<file path="src/rtl/digital_lock_pkg.sv">
// Shared types and width helpers for the serial digital-lock controller.
package digital_lock_pkg;

    typedef enum logic [1:0] {
        S_ENTRY   = 2'd0,
        S_OPEN    = 2'd1,
        S_LOCKOUT = 2'd2
    } state_t;

    localparam int unsigned MODE_SLIDING = 0;
    localparam int unsigned MODE_FRAMED  = 1;

    function automatic int unsigned fail_w(input int unsigned max_fails);
        return $clog2(max_fails + 1);
    endfunction

    function automatic int unsigned bit_w(input int unsigned code_len);
        return $clog2(code_len + 1);
    endfunction

    function automatic int unsigned timer_w(input int unsigned lockout_cycles);
        return $clog2(lockout_cycles + 1);
    endfunction

endpackage

</file>
<file path="src/rtl/lock_down_timer.sv">
// Loadable down-counter; done flags the final counted cycle (count == 1).
module lock_down_timer #(
    parameter int unsigned WIDTH = 5
) (
    input  logic             clk,
    input  logic             reset,
    input  logic             load,
    input  logic [WIDTH-1:0] load_val,
    input  logic             dec,
    input  logic             clear,
    output logic             done
);

    logic [WIDTH-1:0] count;

    // Count register: clear beats load beats decrement; never wraps below zero.
    always_ff @(posedge clk) begin
        if (!reset) begin
            count <= '0;
        end else if (clear) begin
            count <= '0;
        end else if (load) begin
            count <= load_val;
        end else if (dec && (count != '0)) begin
            count <= count - 1'b1;
        end
    end

    // Done flag decoded from the registered count.
    always_comb begin
        done = (count == WIDTH'(1));
    end

endmodule

</file>
<file path="src/rtl/digital_lock_seq.sv">
// Serial digital-lock controller: sliding or framed code detection with
// failure counting and a timed lockout. Moore outputs only.
module digital_lock_seq
    import digital_lock_pkg::*;
#(
    parameter int unsigned         CODE_LEN       = 4,
    parameter logic [CODE_LEN-1:0] DEFAULT_CODE   = 4'b0110,
    parameter int unsigned         MODE           = 1,
    parameter int unsigned         MAX_FAILS      = 3,
    parameter int unsigned         LOCKOUT_CYCLES = 16
) (
    input  logic                            clk,
    input  logic                            reset,
    input  logic                            bit_in,
    input  logic                            bit_valid,
    input  logic                            code_load,
    input  logic [CODE_LEN-1:0]             code_in,
    input  logic                            relock,
    output logic                            unlocked,
    output logic                            locked_out,
    output logic [fail_w(MAX_FAILS)-1:0]    fail_cnt,
    output logic [bit_w(CODE_LEN)-1:0]      bit_cnt
);

    localparam int unsigned BW = bit_w(CODE_LEN);
    localparam int unsigned FW = fail_w(MAX_FAILS);
    localparam int unsigned TW = timer_w(LOCKOUT_CYCLES);

    state_t              state_q, state_n;
    logic [CODE_LEN-1:0] code_q, code_n;
    logic [CODE_LEN-1:0] shreg_q, shreg_n, shreg_shift;
    logic [BW-1:0]       bit_cnt_n, bit_cnt_sat;
    logic [FW-1:0]       fail_cnt_n;
    logic                tmr_load, tmr_dec, tmr_clear, tmr_done;

    lock_down_timer #(
        .WIDTH (TW)
    ) u_timer (
        .clk      (clk),
        .reset    (reset),
        .load     (tmr_load),
        .load_val (TW'(LOCKOUT_CYCLES)),
        .dec      (tmr_dec),
        .clear    (tmr_clear),
        .done     (tmr_done)
    );

    // State, code, shift register and counters update together.
    always_ff @(posedge clk) begin
        if (!reset) begin
            state_q  <= S_ENTRY;
            code_q   <= DEFAULT_CODE;
            shreg_q  <= '0;
            bit_cnt  <= '0;
            fail_cnt <= '0;
        end else begin
            state_q  <= state_n;
            code_q   <= code_n;
            shreg_q  <= shreg_n;
            bit_cnt  <= bit_cnt_n;
            fail_cnt <= fail_cnt_n;
        end
    end

    // Next-state and datapath decisions; comparisons see the incoming bit.
    always_comb begin
        state_n     = state_q;
        code_n      = code_q;
        shreg_n     = shreg_q;
        bit_cnt_n   = bit_cnt;
        fail_cnt_n  = fail_cnt;
        tmr_load    = 1'b0;
        tmr_dec     = 1'b0;
        tmr_clear   = 1'b0;
        shreg_shift = {shreg_q[CODE_LEN-2:0], bit_in};
        bit_cnt_sat = (bit_cnt == BW'(CODE_LEN)) ? bit_cnt : bit_cnt + 1'b1;

        case (state_q)
            S_ENTRY: begin
                if (bit_valid) begin
                    if (MODE == MODE_SLIDING) begin
                        shreg_n   = shreg_shift;
                        bit_cnt_n = bit_cnt_sat;
                        if ((bit_cnt_sat == BW'(CODE_LEN)) && (shreg_shift == code_q))
                            state_n = S_OPEN;
                    end else if (bit_cnt == BW'(CODE_LEN - 1)) begin
                        shreg_n   = '0;
                        bit_cnt_n = '0;
                        if (shreg_shift == code_q) begin
                            state_n    = S_OPEN;
                            fail_cnt_n = '0;
                        end else if ((32'(fail_cnt) + 32'd1) < MAX_FAILS) begin
                            fail_cnt_n = fail_cnt + 1'b1;
                        end else begin
                            fail_cnt_n = FW'(MAX_FAILS);
                            state_n    = S_LOCKOUT;
                            tmr_load   = 1'b1;
                        end
                    end else begin
                        shreg_n   = shreg_shift;
                        bit_cnt_n = bit_cnt + 1'b1;
                    end
                end
            end
            S_OPEN: begin
                if (code_load)
                    code_n = code_in;
                if (relock) begin
                    state_n   = S_ENTRY;
                    shreg_n   = '0;
                    bit_cnt_n = '0;
                end
            end
            S_LOCKOUT: begin
                tmr_dec = 1'b1;
                if (tmr_done) begin
                    state_n    = S_ENTRY;
                    fail_cnt_n = '0;
                    bit_cnt_n  = '0;
                    shreg_n    = '0;
                end
            end
            default: begin
                state_n    = S_ENTRY;
                shreg_n    = '0;
                bit_cnt_n  = '0;
                fail_cnt_n = '0;
                tmr_clear  = 1'b1;
            end
        endcase
    end

    // Moore outputs decoded from the registered state.
    always_comb begin
        unlocked   = (state_q == S_OPEN);
        locked_out = (state_q == S_LOCKOUT);
    end

endmodule

</file>
<file path="config.mk">
export PLATFORM = sky130hd
export DESIGN_NAME = digital_lock_seq
export DESIGN_NICKNAME = d
export VERILOG_FILES = /design/src/rtl/digital_lock_pkg.sv /design/src/rtl/lock_down_timer.sv /design/src/rtl/digital_lock_seq.sv
export SDC_FILE = /design/constraint.sdc
export NUM_CORES = 1
export LEC_CHECK = 0
export ABC_CLOCK_PERIOD_IN_PS = 1400
export CORE_MARGIN = 2
export CORE_UTILIZATION = 46
export CTS_CLUSTER_DIAMETER = 120
export DETAILED_ROUTE_END_ITERATION = 8
export GPL_ROUTABILITY_DRIVEN = 0
export PLACE_DENSITY = 0.74
export SLEW_MARGIN = 20
export SYNTH_ARGS = -nofsm -noshare
export SYNTH_HDL_FRONTEND = slang
export SYNTH_SLANG_ARGS = --single-unit
</file>
<file path="constraint.sdc">
create_clock -name clk -period 1.4 [get_ports clk]
set_input_delay 0.21 -clock clk [delete_from_list [all_inputs] [get_ports clk]]
set_output_delay 0.21 -clock clk [all_outputs]
set_load 0.05 [all_outputs]
</file>
==> results.toml <==
[run_status]
outcome = "complete, but fails checks"
violations = "negative setup slack"

[timing]
period_needed_ns = 1.610
final_max_slew_viol_count = 0
worst_slack_ns = -0.2095
fmax_mhz = 621.3
slew_headroom = 0.7776
tns_ns = -1.253
clock_skew_ns = 0.003994
rsz0062_at_grt = "yes"
worst_slew_pin_slew_ns = 0.3288
setup_violations = 10
finalHoldViolCount = 0
timing.final.crit_share = 1.150
whs_ns = 0.4613

[die]
die-area_sq_mm = 0.002521
ios = 17
die_x_um = 50.21
fp.dieH_um = 50.21
placementRows = 16
initial_utilization = 0.4956
core_area_sq_mm = 0.001982

[finish]
multi_input_area_sq_um = 678.2
regArea_sq_um = 400.4
fillerInstances = 120
antenna_cells = 0
final_common_cell = "buf_4"
drive_above_1_share = 0.4494
final_cell_mix = "buf_4 (29), nand2_1 (15), dfxtp_1 (13)"
nNetsFinal = 172
area_growth_syn_to_layout_pct = 67.01

[clocking]
path_clk_slew_ns = 0.11
cts_max_level = 1
clock_sinks = 19
cts_tree = "done"
cts_buffers = 3
insertion_delay_ns = 0.31
cts-root-buf = "clkbuf_4"
clk_path_buf_depth = 2

[global_route]
grt_start_max_net_pins = 12
first_global_vias = 989
antenna_found_initial = 0
grtUsageTotal = 0.2252
grt_pass1_wl_mm = 4.347
grt_overflow = 0

[placed_design]
pre_cts_slack_ns = -0.2286
numPortBuffers = 16
hpwl_mm = 1.844

[yosys]
muxShareOfSynthArea = 0.01146
synth_xor_area_frac = 0.04459
syn-num-nets = 123
netlist_area_sq_um = 982.2
synth_compound_area_frac = 0.2051
avgSynthCellArea_sq_um = 8.929
yosysWarnings = 0
synth-seq-area-share = 0.3873
async_flop_share = 0
synth_top_flop_cell = "dfxtp_1"
synthAdderAreaFrac = 0.03822
synth_edf_count = 0
ys_ff_latch = 19
synthCells = 110
synth_top_family_by_area = "simple AND/OR/NAND/NOR gates"
yosysUniqueCellTypes = 35
synth-simple-area-share = 0.2777

[route]
wirelength_mm = 2.663
ant_nets = 0
routed-via-count = 1016
drc_errors = 0
drt_first_pass_iters = 4
via_per_inst = 5.492
routedWlPerCell_um = 14.39
first_iter_violations = 9

[setup_path]
required_ns = 1.64
endpoint_kind = "register"
startpoint_type = "register"
arrival_ns = 1.85
critical_path_class = "register to register"
crit_fanout = 7

[min_path]
hold_path.class = "input port to register"

[pwr]
pwr_density_cell_mw_per_mm2 = 724.9
leakagePower_nw = 0.6468
irDropWorstVdd_mv = 0.5653

[run]
maxCapViolations = 0
==> worst paths after layout <==
check / from / end / slack [ns] / cells after the start
setup / recovery: u_timer.count[1] / shreg_q[1] / -0.21 / 6
hold / removal: code_in[3] / code_q[3] / 0.46 / 3
setup reg to reg: u_timer.count[1] / shreg_q[1] / -0.21 / 6
hold reg to reg: shreg_q[2] / shreg_q[2] / 0.48 / 2
==> Yosys cell counts, drive strengths merged, types with 2 or more instances <==
cell | n | share of area
xnor2 | 5 | 0.045
nor3 | 3 | 0.015
a21oi | 4 | 0.020
inv | 4 | 0.015
buf | 2 | 0.013
nand2 | 15 | 0.057
nand3b | 2 | 0.015
ha | 3 | 0.038
clkbuf | 2 | 0.0076
dfxtp | 19 | 0.39
nand3 | 14 | 0.071
o31ai | 2 | 0.015
nor2 | 2 | 0.0076
or2 | 2 | 0.013
nor2b | 3 | 0.019
o22ai | 2 | 0.013
nor4b | 2 | 0.024
a21boi | 10 | 0.076
==> flip-flops by register name, indices dropped and copies added, names as in the netlist <==
| signal | cells |
|---|---|
| bit_cnt | 3 |
| code_q | 4 |
| fail_cnt | 2 |
| shreg_q | 3 |
| state_q | 2 |
| u_timer.count | 5 |
==> worst max-delay path: stages (launching register included) <==
cell	delay, ns
dfxtp_2	0.34
inv_2	0.07
ha_4	0.12
or4b_4	0.47
a2bb2oi_4	0.26
nand3_1	0.12
a21boi_1	0.17
==> area by class of cell <==
class	count	share of cell area
inverters	4	0.01144
flip-flops and latches	19	0.2441
clock buffers	3	0.01373
multi-input cells	83	0.4134
well taps	27	0.02060
clock inverters	1	0.003051
repair buffers	48	0.2937
==> per-layer routing <==
metal	part of all wire	wire length, um	GRT usage
met1	0.44	1180	0.2863
met2	0.50	1333	0.3684
met3	0.029	78	0.03571
met4	0.026	70	0.1111
met5	0	0	0
==> through the flow <==
step                      power [W]    util  instance area, sq um  std cells
after floorplan           0.0007309       -                  1026        110
after global placement    0.0008989  0.7279                  1443        173
after detailed placement  0.0009038  0.7279                  1443        173
after CTS                  0.001186  0.7816                  1549        181
after global routing       0.001240  0.8277                  1640        185
final                      0.001189  0.8277                  1640        185
==> what timing repair did <==
| action | CTS | global route |
|---|---|---|
| setup endpoints to repair | 17 | 17 |
| hold buffers | 0 | 0 |
| resized for setup | 12 | 15 |
| pin swaps | 7 | 8 |
| cloned | 0 | 0 |
| buffers inserted | 4 | 4 |
==> cell families (layout without fill, tap and decap cells) <==
kind of cell,after synthesis,after routing
multiplexers,1,1
XOR/XNOR,5,5
adder cells (fa/ha/maj),3,3
AO/OA/AOI/OAI,25,25
buffers and inverters,8,56
AND/OR/NAND/NOR,49,49
flip-flops,19,19
==> report_power, final <==
| part | leakage (nW) | internal, W | switching (W) |
|---|---|---|---|
| clock network | 0.0177 | 0.000107 | 0.000178 |
| logic | 0.471 | 0.000164 | 0.000147 |
| registers | 0.158 | 0.000559 | 0.0000337 |
No activity file was read; power rests on OpenSTA's default activity.
